$ cat src/rtl/wk_fetch.sv
// wk_fetch: streams the K-projection weight region out of a read-only memory
// with one-cycle registered read latency. Reads are issued only when a slot is
// guaranteed in the 2-entry output buffer. This keeps one word per cycle under
// free flow and drops nothing under backpressure.
module wk_fetch #(
  parameter int unsigned WIDTH       = 64,
  parameter int unsigned WEIGHT_BASE = 0,
  parameter int unsigned WEIGHT_SIZE = 2048,
  parameter int unsigned ROW_WORDS   = 16
) (
  input  logic             clk,
  input  logic             rst_n,
  input  logic             start,
  output logic             busy,
  output logic             done,
  output logic [31:0]      mem_addr,
  output logic             mem_write_en,
  input  logic [WIDTH-1:0] mem_rdata,
  output logic [WIDTH-1:0] out_data,
  output logic             out_valid,
  input  logic             out_ready,
  output logic             out_row_last,
  output logic             out_last
);

  // Counters must reach WEIGHT_SIZE, so they are one bit wider than an index.
  localparam int unsigned CntW = $clog2(WEIGHT_SIZE + 1);
  localparam int unsigned RowW = (ROW_WORDS > 1) ? $clog2(ROW_WORDS) : 1;
  localparam logic [CntW-1:0] LastIdx    = CntW'(WEIGHT_SIZE - 1);
  localparam logic [RowW-1:0] RowLastIdx = RowW'(ROW_WORDS - 1);

  typedef enum logic [1:0] {StIdle, StFetch, StDrain} state_e;

  state_e          state_q, state_d;
  logic [CntW-1:0] issue_cnt_q, issue_cnt_d;
  logic [CntW-1:0] acc_cnt_q, acc_cnt_d;
  logic [RowW-1:0] row_cnt_q, row_cnt_d;
  logic            inflight_q, inflight_d;
  logic            done_q, done_d;
  logic [WIDTH-1:0] buf_q [2];
  logic [WIDTH-1:0] buf_d [2];
  logic            rd_ptr_q, rd_ptr_d;
  logic            wr_ptr_q, wr_ptr_d;
  logic [1:0]      occ_q, occ_d;

  logic issue;
  logic push;
  logic pop;
  logic clear;
  logic head_last;

  // Handshake and issue-credit decisions for the current cycle.
  always_comb begin
    push      = inflight_q;
    pop       = (occ_q != 2'd0) && out_ready;
    head_last = (acc_cnt_q == LastIdx);
    clear     = (state_q == StIdle) && start;
    // occ + inflight - pop < 2, rearranged to avoid unsigned underflow.
    issue     = (state_q == StFetch) &&
                (({1'b0, occ_q} + {2'b00, inflight_q}) < (3'd2 + {2'b00, pop}));
  end

  // State register.
  always_ff @(posedge clk or negedge rst_n) begin
    if (!rst_n) begin
      state_q <= StIdle;
    end else begin
      state_q <= state_d;
    end
  end

  // Next-state logic.
  always_comb begin
    state_d = state_q;
    case (state_q)
      StIdle:  if (start) state_d = StFetch;
      StFetch: if (issue && (issue_cnt_q == LastIdx)) state_d = StDrain;
      StDrain: if (pop && head_last) state_d = StIdle;
      default: state_d = StIdle;
    endcase
  end

  // Output logic: status, read address and FIFO head.
  always_comb begin
    busy         = (state_q != StIdle);
    done         = done_q;
    mem_write_en = 1'b0;
    mem_addr     = WEIGHT_BASE + 32'(issue_cnt_q);
    out_valid    = (occ_q != 2'd0);
    out_data     = buf_q[rd_ptr_q];
    out_last     = out_valid && head_last;
    out_row_last = out_valid && (row_cnt_q == RowLastIdx);
  end

  // Issue/accept counters, in-flight tracking and done pulse.
  always_comb begin
    issue_cnt_d = issue_cnt_q;
    acc_cnt_d   = acc_cnt_q;
    row_cnt_d   = row_cnt_q;
    inflight_d  = issue;
    done_d      = pop && head_last;
    if (clear) begin
      issue_cnt_d = '0;
      acc_cnt_d   = '0;
      row_cnt_d   = '0;
    end else begin
      if (issue) issue_cnt_d = issue_cnt_q + 1'b1;
      if (pop) begin
        acc_cnt_d = acc_cnt_q + 1'b1;
        row_cnt_d = (row_cnt_q == RowLastIdx) ? '0 : row_cnt_q + 1'b1;
      end
    end
  end

  // 2-entry FIFO; a push always has room because issue reserved the slot.
  always_comb begin
    buf_d    = buf_q;
    wr_ptr_d = wr_ptr_q;
    rd_ptr_d = rd_ptr_q;
    occ_d    = occ_q;
    if (push) begin
      buf_d[wr_ptr_q] = mem_rdata;
      wr_ptr_d        = ~wr_ptr_q;
    end
    if (pop) rd_ptr_d = ~rd_ptr_q;
    case ({push, pop})
      2'b10:   occ_d = occ_q + 2'd1;
      2'b01:   occ_d = occ_q - 2'd1;
      default: occ_d = occ_q;
    endcase
  end

  // Datapath and counter registers; reset aborts any stream in progress.
  always_ff @(posedge clk or negedge rst_n) begin
    if (!rst_n) begin
      issue_cnt_q <= '0;
      acc_cnt_q   <= '0;
      row_cnt_q   <= '0;
      inflight_q  <= 1'b0;
      done_q      <= 1'b0;
      buf_q[0]    <= '0;
      buf_q[1]    <= '0;
      wr_ptr_q    <= 1'b0;
      rd_ptr_q    <= 1'b0;
      occ_q       <= 2'd0;
    end else begin
      issue_cnt_q <= issue_cnt_d;
      acc_cnt_q   <= acc_cnt_d;
      row_cnt_q   <= row_cnt_d;
      inflight_q  <= inflight_d;
      done_q      <= done_d;
      buf_q       <= buf_d;
      wr_ptr_q    <= wr_ptr_d;
      rd_ptr_q    <= rd_ptr_d;
      occ_q       <= occ_d;
    end
  end

endmodule
$ cat config.mk
export PLATFORM = sky130hd
export DESIGN_NAME = wk_fetch
export DESIGN_NICKNAME = d
export VERILOG_FILES = /design/src/rtl/wk_fetch.sv
export SDC_FILE = /design/constraint.sdc
export NUM_CORES = 1
export LEC_CHECK = 0
export BUFFER_PORTS_ARGS = -buffer_cell sky130_fd_sc_hd__buf_2
export CAP_MARGIN = 20
export CORE_MARGIN = 8
export CORE_UTILIZATION = 56
export CTS_BUF_LIST = sky130_fd_sc_hd__clkbuf_8
export DETAILED_ROUTE_END_ITERATION = 7
export PLACE_DENSITY = 0.79
export SLEW_MARGIN = 20
export SYNTH_ARGS = -nofsm -noshare
export SYNTH_HDL_FRONTEND = slang
export SYNTH_SLANG_ARGS = --single-unit
$ cat constraint.sdc
create_clock -name clk -period 2.25 [get_ports clk]
set_input_delay 0.1125 -clock clk [delete_from_list [all_inputs] [get_ports clk]]
set_output_delay 0.1125 -clock clk [all_outputs]
set_load 0.1 [all_outputs]
After elaboration in Yosys (flattened, before gate mapping)

Cells that the tools add are included.

Memory bits (read-only): 0
Memories: 0
Flip-flop bits (word level): 164
Bits in latches: 0
Bits of input ports: 68
Output and inout port bits: 102
Bits in writable memories: 0

Multiply operators: 0
Bitwise gates (word level): 4
Divide/modulo/power cells: 0
Order comparisons: 4
Muxes and demuxes: 18
Eq/ne operators: 10
Reductions and logical operators: 15
Shift-type cells: 0
Add/sub/neg operators: 7

Operators by type and width:

| kind                  | number |
|---|---|
| $mux 64               | 4 |
| $bwmux 128            | 1 |
| $demux 64 s1          | 1 |
| $mux 12               | 4 |
| $add 12x1->12 const B | 2 |
| $eq 12x11->1 const B  | 2 |
| $mux 4                | 3 |
| $reduce_bool 2->1     | 5 |
| $logic_and 1x1->1     | 8 |
| $mux 2                | 3 |
| $pmux 2 s3            | 1 |
| $add 4x1->4 const B   | 1 |
| $eq 2x1->1 const B    | 2 |
| $eq 2x2->1 const B    | 2 |
| $eq 4x4->1 const B    | 1 |
| $ge 2x2->1 const B    | 2 |
| $ne 2x2->1 const B    | 2 |
| $not 1->2             | 2 |
| $pmux 2 s2            | 1 |
| $add 2x1->3           | 1 |
| $add 2x1->3 const A   | 1 |
| $lt 3x3->1            | 1 |
| $reduce_and 3->1      | 1 |
| $add 2x1->2 const B   | 1 |
| other kinds (5)       | 6 |

Depth between registers and ports, before layout

Gate-level depths: netlist of the first run.

Depth after elaboration: 8
Gate-level depth with buffers: 7

Least setup slack after synthesis of the first run

No wires, ideal clock.

Path kind: register to output
Start: register acc_cnt_q[0]
End: output port out_last
Path slack: -1.748 ns
Arrival time: 3.885 ns
Cell stages (with the launch flop): 4
Data required time: 2.138 ns
Path through: dfrtp_1 > ha_1 > o21ai_0 > nor4b_1

Cells in the longest elaborated chain, start to end: 2

RTL lines:

| element                | line | RTL |
|---|---|---|
| from (decl)            | 36   | `logic [CntW-1:0] acc_cnt_q, acc_cnt_d;` |
| from (signal assigned) | 148  | `acc_cnt_q <= acc_cnt_d;` |
| $eq 12x11->1           | 56   | `head_last = (acc_cnt_q == LastIdx);` |
| $logic_and 1x1->1      | 91   | `out_last = out_valid && head_last;` |
| to (decl)              | 23   | `output logic out_last` |

Every way passes these cells.

Final worst setup path of the first run

Start: register inflight_q
End: register issue_cnt_q[11]

Cells in the longest elaborated chain, start to end: 4

RTL lines:

| element                            | line | RTL |
|---|---|---|
| from (decl)                        | 38   | `logic inflight_q, inflight_d;` |
| from (signal assigned)             | 150  | `inflight_q <= inflight_d;` |
| $add 2x1->3                        | 60   | `(({1'b0, occ_q} + {2'b00, inflight_q}) < (3'd2 + {2'b00, pop}));` |
| $lt 3x3->1                         | 60   |  |
| $logic_and 1x1->1                  | 59   | `issue = (state_q == StFetch) &&` |
| $reduce_bool 2->1 (no source line) | -    |  |
| to (signal assigned)               | 147  | `issue_cnt_q <= issue_cnt_d;` |
| to (decl)                          | 35   | `logic [CntW-1:0] issue_cnt_q, issue_cnt_d;` |

Every way passes these cells.
A chain may end at the register's enable or synchronous reset.

==> results by group, run 1 <==
Outcome
  • Status: finished clean

Synth
  • Unique masters post-synth: 41
  • FFs w/ async S/R, synth: 1.00
  • Count of flip-flops with a built-in enable after synthesis: 0
  • Sequential cell area fraction in the yosys report: 0.551
  • Syn Inst Count: 551
  • Mean Syn Cell Area: 13.5 um2
  • Flops & latches, synth: 164
  • Post-Syn Area: 0.00745 mm2
  • Ys flop type: dfrtp_1
  • Yosys warns: 0

Routing
  • Metal-1 WL: 7100 um
  • DRT iter0 DRCs: 300
  • Vias post-DR: 5086
  • Vias per cell: 5.29
  • Met3 Wirelength: 976 um
  • Final antenna-violating net count: 0
  • TritonRoute pass-1 iters: 4
  • WL/cell: 17.5 um
  • Drt total wl: 16900 um
  • Top Metal Used: met4
  • Remaining DRCs: 0
  • Met2 routed WL: 8560 um

Die
  • FP Rows: 42
  • Ports: 170
  • Initial Util: 0.567
  • Core area: 0.0131 mm2
  • Die Y: 131 um
  • Die area: 0.0173 mm2
  • Die X: 131 um

Clocking
  • Total CTS buffers: 17
  • Clk root buf: clkbuf_8
  • Sink Count: 164
  • Number of H-tree levels: 4
  • CTS tree: built
  • Worst-path clk slew: 80 ps
  • Clock latency on the worst-skew pair: 450 ps
  • CTS max path bufs: 2

STA
  • Worst slew margin: 0.645
  • Worst Skew: 11.5 ps
  • Unrepaired setup endpoints after global routing: false
  • Setup_tns: 0 ps
  • Fmax: 484 MHz
  • Max-slew violation count: 0
  • Final min period: 2070 ps
  • Final Hold Fails: 0
  • # setup viols final: 0
  • Worst Tran Pin Value: 532 ps
  • Final worst-path cycle share: 0.918

Place
  • Dpl cell area: 0.00841 mm2
  • HPWL after DPL: 11000 um
  • GPL Wtd Cong: 0.879
  • # port buffers: 148

Power
  • Pwr per Cell Area: 1130 mW/mm2
  • Part of the power in combinational logic: 0.471
  • Worst vdd ir: 940 uV
  • P_int: 5.57 mW
  • Switching Share: 0.480
  • Clock share of power: 0.213
  • Sw Pwr: 5.15 mW
  • Seq pwr share: 0.316
  • Static Leakage: 4.24 nW

Final layout
  • Fraction of layout cells with a size suffix above 1: 0.507
  • Syn-to-layout area delta: 27.7%
  • Nets: 846
  • Cell area after layout: 0.00951 mm2

Worst setup path
  • Crit start category: flip-flop
  • Critical Path Start: inflight_q
  • Endpoint type of the worst setup path: flip-flop
  • Arrival time worst endpoint: 2430 ps
  • Critical path required time: 2620 ps
  • CP max FO: 9
  • Setup CP Type: reg -> reg
  • Reg2reg start: inflight_q

Global routing
  • Initial antenna violation count: 1
  • First-pass GRT wire length: 29000 um
  • Pin count of the biggest net entering global routing: 71
  • Overflow after GRT: 0
  • Total GRT Usage: 0.206
  • Vias in the first global route: 5722

Job
  • Max-cap violations: 0

Worst hold path
  • HP Class: in -> reg
  • Hold Startpoint: out_ready
-- kinds of logic after synthesis --
kind of cell,count (synthesis),share of synthesized area
mux,197,0.297
flops,164,0.551
simple gates,88,0.0638
buf+inv,48,0.0359
compound gates,34,0.0267
xor+xnor,13,0.0153
fa+ha+maj,6,0.0101
other cells,1,0.000503
-- per-layer routing --
metal | vias up | global-route usage
met4 | 0 | 0.0670
met5 | - | 0
met3 | 21 | 0.0686
li1 | 2375 | -
met1 | 2539 | 0.242
met2 | 151 | 0.348
-- Yosys cell counts (all sizes together) (3+ instances only) --
library cell	number	area, um2
mux2	192	2160
dfrtp	164	4100
buf	28	193
nand2	22	82.6
clkbuf	17	63.8
nor2	17	63.8
a21oi	15	75.1
o21ai	9	45.0
xnor2	9	78.8
nand3	8	40.0
nor3	7	35.0
ha	6	75.1
or3	6	42.5
mux2i	5	50.1
nand4	4	31.3
nor4	4	25.0
o31ai	4	30.0
or4	4	30.0
xor2	4	35.0
and3	3	18.8
nand2b	3	26.3
or2	3	18.8
-- layout make-up --
class | instances | area (um2)
antenna | 1 | 2.50
clock buffer | 18 | 248
clock inverter | 14 | 186
fill | 888 | 3620
inverter | 3 | 11.3
multi-input combinational | 359 | 3180
sequential | 164 | 4110
tap | 176 | 220
timing repair buffer | 227 | 1560
-- placed cells by master (no fill, tap or decap), types with 6 or more instances in the layout --
cell type | netlist | layout
mux2_2 | 192 | 192
dfrtp_1 | 164 | 161
buf_2 | 7 | 146
dlygate4sd3_1 | 0 | 66
nand2_1 | 22 | 21
conb_1 | 1 | 21
clkbuf_8 | 0 | 18
nor2_1 | 17 | 16
a21oi_1 | 15 | 15
xnor2_1 | 9 | 9
buf_4 | 21 | 9
nand3_1 | 8 | 8
nor3_1 | 7 | 7
o21ai_0 | 8 | 7
ha_1 | 6 | 6
-- path summary, 6_finish.rpt --
path	end	slack (ps)	cells after the start
setup / recovery	issue_cnt_q[11]	180	6
min in group asynchronous	buf_q[16]	180	2
hold reg to reg	buf_q[53]	510	1
max in group asynchronous	buf_q[104]	1290	3
setup reg to reg	issue_cnt_q[11]	180	6
hold / removal	acc_cnt_q[1]	140	4
-- what timing repair did --
action                                  CTS  global route
hold endpoints to repair                184             0
resized for setup                         0             2
setup buffers                             0             0
hold buffers                             66             0
endpoints found under the setup margin    0             1
-- critical path, cell delays in order, from the launching register on --
cell,delay (ps)
dfrtp_1,430
ha_1,220
ha_1,220
nor3b_2,250
nand4_2,250
or4_1,460
a21oi_1,170
-- metrics by stage --
stage	std cells	hold WS [ps]	util	total power, mW	setup slack (ps)
5_1_grt	962	118	0.724	11.1	43.8
6_report	962	141	0.724	10.7	185
2_1_floorplan	571	-183	-	7.55	106
3_3_place_gp	863	98.5	0.640	8.29	270
4_1_cts	961	92.4	0.724	10.8	8.30
3_5_place_dp	863	99.4	0.640	8.38	218
-- power groups by stage --
stage | logic (mW) | registers [mW] | clock network [mW]
3_5_place_dp | 4.95 | 3.44 | 0
6_report | 5.05 | 3.38 | 2.28
3_3_place_gp | 4.88 | 3.41 | 0
2_1_floorplan | 4.12 | 3.42 | 0
4_1_cts | 5.05 | 3.38 | 2.34
5_1_grt | 5.24 | 3.42 | 2.47
-- flip-flops by register name, indices dropped and copies added, names as in the netlist --
| signal | count |
|---|---|
| state_q | 2 |
| rd_ptr_q | 1 |
| occ_q | 2 |
| buf_q | 128 |
| issue_cnt_q | 12 |
| acc_cnt_q | 12 |
| inflight_q | 1 |
| done | 1 |
| row_cnt_q | 4 |
| wr_ptr_q | 1 |
No activity file was read; power rests on OpenSTA's default activity.
==> inputs of run 2 (changes only) <==
- CELL_PAD_IN_SITES_DETAIL_PLACEMENT: not set -> 1
- CELL_PAD_IN_SITES_GLOBAL_PLACEMENT: not set -> 1
- CORE_UTILIZATION: 56 -> 45
==> results by group, run 2 (synthesis results as in run 1) <==
Die
  • Die X: 145 um (was 131 um)
  • Initial Util: 0.454 (was 0.567)
  • Ports: 170 (unchanged)
  • FP Rows: 47 (was 42)
  • Die Y: 145 um (was 131 um)
  • Core area: 0.0164 mm2 (was 0.0131 mm2)
  • Die area: 0.0209 mm2 (was 0.0173 mm2)

Clocking
  • Number of H-tree levels: 4 (unchanged)
  • Clock latency on the worst-skew pair: 460 ps (was 450 ps)
  • Worst-path clk slew: 90 ps (was 80 ps)
  • Total CTS buffers: 17 (unchanged)
  • CTS tree: built (unchanged)
  • Clk root buf: clkbuf_8 (unchanged)
  • Setup repair bufs after CTS: 0 (unchanged)
  • Sink Count: 164 (unchanged)
  • CTS max path bufs: 2 (unchanged)

Final layout
  • Nets: 846 (unchanged)
  • Biggest register: buf_q (unchanged)
  • Cell area after layout: 0.00957 mm2 (was 0.00951 mm2)
  • Finished Layout Cells: 1008 (was 962)
  • Most frequent cells in the layout: mux2_2, dfrtp_1, buf_2 (unchanged)
  • Most common cell after layout, fill and taps aside: mux2_2 (unchanged)
  • Number of fill cells: 1680 (was 888)
  • Syn-to-layout area delta: 28.4% (was 27.7%)
  • Fin util: 0.583 (was 0.724)
  • Max FFs per register: 128 (unchanged)
  • Top flop regs: buf_q x128, acc_cnt_q x12, issue_cnt_q x12 (unchanged)
  • Fraction of layout cells with a size suffix above 1: 0.508 (was 0.507)

Global routing
  • Pin count of the biggest net entering global routing: 72 (was 71)
  • Overflow after GRT: 0 (unchanged)
  • First-pass GRT wire length: 32700 um (was 29000 um)
  • Vias in the first global route: 6094 (was 5722)
  • Total GRT Usage: 0.203 (was 0.206)
  • Initial antenna violation count: 1 (unchanged)

Routing
  • Final antenna-violating net count: 0 (unchanged)
  • Vias post-DR: 5181 (was 5086)
  • Remaining DRCs: 0 (unchanged)
  • WL/cell: 20.3 um (was 17.5 um)
  • DRT iter0 DRCs: 64 (was 300)
  • Drt total wl: 20500 um (was 16900 um)
  • TritonRoute pass-1 iters: 4 (unchanged)
  • Vias per cell: 5.14 (was 5.29)

STA
  • Final worst-path cycle share: 0.936 (was 0.918)
  • Max-slew violation count: 0 (unchanged)
  • # setup viols final: 0 (unchanged)
  • Final Hold Fails: 0 (unchanged)
  • Fmax: 475 MHz (was 484 MHz)
  • Hold_ws: 180 ps (was 141 ps)
  • Worst Skew: 19.8 ps (was 11.5 ps)
  • Setup_tns: 0 ps (unchanged)
  • Final min period: 2100 ps (was 2070 ps)
  • Unrepaired setup endpoints after global routing: false (unchanged)
  • Worst Tran Pin Value: 664 ps (was 532 ps)
  • Worst slew margin: 0.557 (was 0.645)
  • Final worst slack: 145 ps (was 185 ps)

Worst setup path
  • Reg-to-reg endpoint: issue_cnt_q[9] (was issue_cnt_q[11])
  • CP max stage delay: 470 ps (was 460 ps)
  • Most repeated library cell on the critical path: ha_1 (unchanged)
  • Critical path required time: 2620 ps (about the same)
  • CP max FO: 9 (unchanged)
  • Worst path slowest cell: dfrtp_1 (was or4_1)
  • Worst path cell trace: ha_1 > ha_1 > nor3b_4 > nand4_4 > or4_1 > a21oi_1 (was ha_1 > ha_1 > nor3b_2 > nand4_2 > or4_1 > a21oi_1)
  • Critical Path Start: occ_q[0] (was inflight_q)
  • Arrival time worst endpoint: 2480 ps (was 2430 ps)
  • Reg2reg start: occ_q[0] (was inflight_q)
  • Endpoint type of the worst setup path: flip-flop (unchanged)
  • Setup CP Type: reg -> reg (unchanged)
  • Crit start category: flip-flop (unchanged)
  • Reg2Reg Setup Slack: 150 ps (was 180 ps)
  • Reg2reg path depth: 6 (unchanged)

Place
  • # port buffers: 148 (unchanged)
  • GPL Wtd Cong: 0.820 (was 0.879)
  • Placed cell count: 907 (was 863)
  • DP Worst Slack: 136 ps (was 218 ps)
  • HPWL after DPL: 13300 um (was 11000 um)
  • Dpl cell area: 0.00848 mm2 (was 0.00841 mm2)

Power
  • Part of the power in combinational logic: 0.473 (was 0.471)
  • Clock share of power: 0.202 (was 0.213)
  • Static Leakage: 4.22 nW (was 4.24 nW)
  • Seq pwr share: 0.325 (was 0.316)
  • Switching Share: 0.497 (was 0.480)
  • Worst vdd ir: 597 uV (was 940 uV)
  • Pwr per Cell Area: 1120 mW/mm2 (was 1130 mW/mm2)
  • Sw Pwr: 5.31 mW (was 5.15 mW)
  • P_int: 5.37 mW (was 5.57 mW)
  • Overall power: 10.7 mW (about the same)

Job
  • Max-cap violations: 0 (unchanged)

Worst hold path
  • Worst Hold Path EP: acc_cnt_q[4] (was acc_cnt_q[1])
  • Hold depth: 4 (unchanged)
  • Hold Startpoint: out_ready (unchanged)
  • HP Class: in -> reg (unchanged)

Outcome
  • Status: finished clean (unchanged)
[run 2: cell types whose count changed in the layout (fill, tap and decap cells not counted), sizes merged]
cell    delta
clkinv     +1
diode      +2
buf        +1
bufinv     -2
clkbuf     -1
inv        +1
[run 2: worst max-delay path: cells and delay by family (launching register included)]
family,cells,cell delay (ps)
DFF,1,470
AOI/OAI and AO/OA,1,180
adders and majority gates,2,470
and+or+nand+nor,3,910
[run 2: what timing repair did]
| action | CTS | global route |
|---|---|---|
| setup endpoints to repair | 1 | 7 |
| gates resized for setup | 1 | 4 |
| endpoints found under the hold margin | 197 | 0 |
| cloned | 0 | 0 |
| hold buffers | 66 | 0 |
[run 2: power by group through the flow]
| stage | registers, mW | clock network, mW | logic (mW) |
|---|---|---|---|
| floorplan | 3.42 | 0 | 4.12 |
| global placement | 3.48 | 0 | 4.86 |
| detailed placement | 3.51 | 0 | 4.95 |
| CTS | 3.46 | 2.21 | 5.06 |
| global route | 3.52 | 2.35 | 5.25 |
| finish | 3.47 | 2.15 | 5.05 |
[run 2: layout make-up]
class | count | area [um2] | area share
flip-flops and latches | 164 | 4110 | 0.430
well taps | 220 | 275 | 0.0288
inverters | 3 | 11.3 | 0.00118
clock inverters | 14 | 153 | 0.0160
repair buffers | 227 | 1570 | 0.164
diodes | 3 | 7.51 | 0.000785
multi-input cells | 359 | 3190 | 0.334
clock buffers | 18 | 248 | 0.0259
[run 2: routing by layer]
metal | part of all wire | track usage | wire [um] | up-vias
met5 | 0 | 0 | 0 | -
met4 | 0.023 | 0.0811 | 468 | 0
met3 | 0.050 | 0.0423 | 1020 | 38
met2 | 0.53 | 0.362 | 10900 | 133
met1 | 0.39 | 0.235 | 8070 | 2641
li1 | - | - | - | 2369
[run 2: worst max-delay path by stage]
stage | to | cells after the start | slack [ps]
floorplan | issue_cnt_q[11] | 4 | 110
global placement | issue_cnt_q[11] | 6 | 240
detailed placement | issue_cnt_q[7] | 6 | 140
CTS | out_data[63] | 3 | 40
global route | issue_cnt_q[9] | 6 | 10
finish | issue_cnt_q[9] | 6 | 150
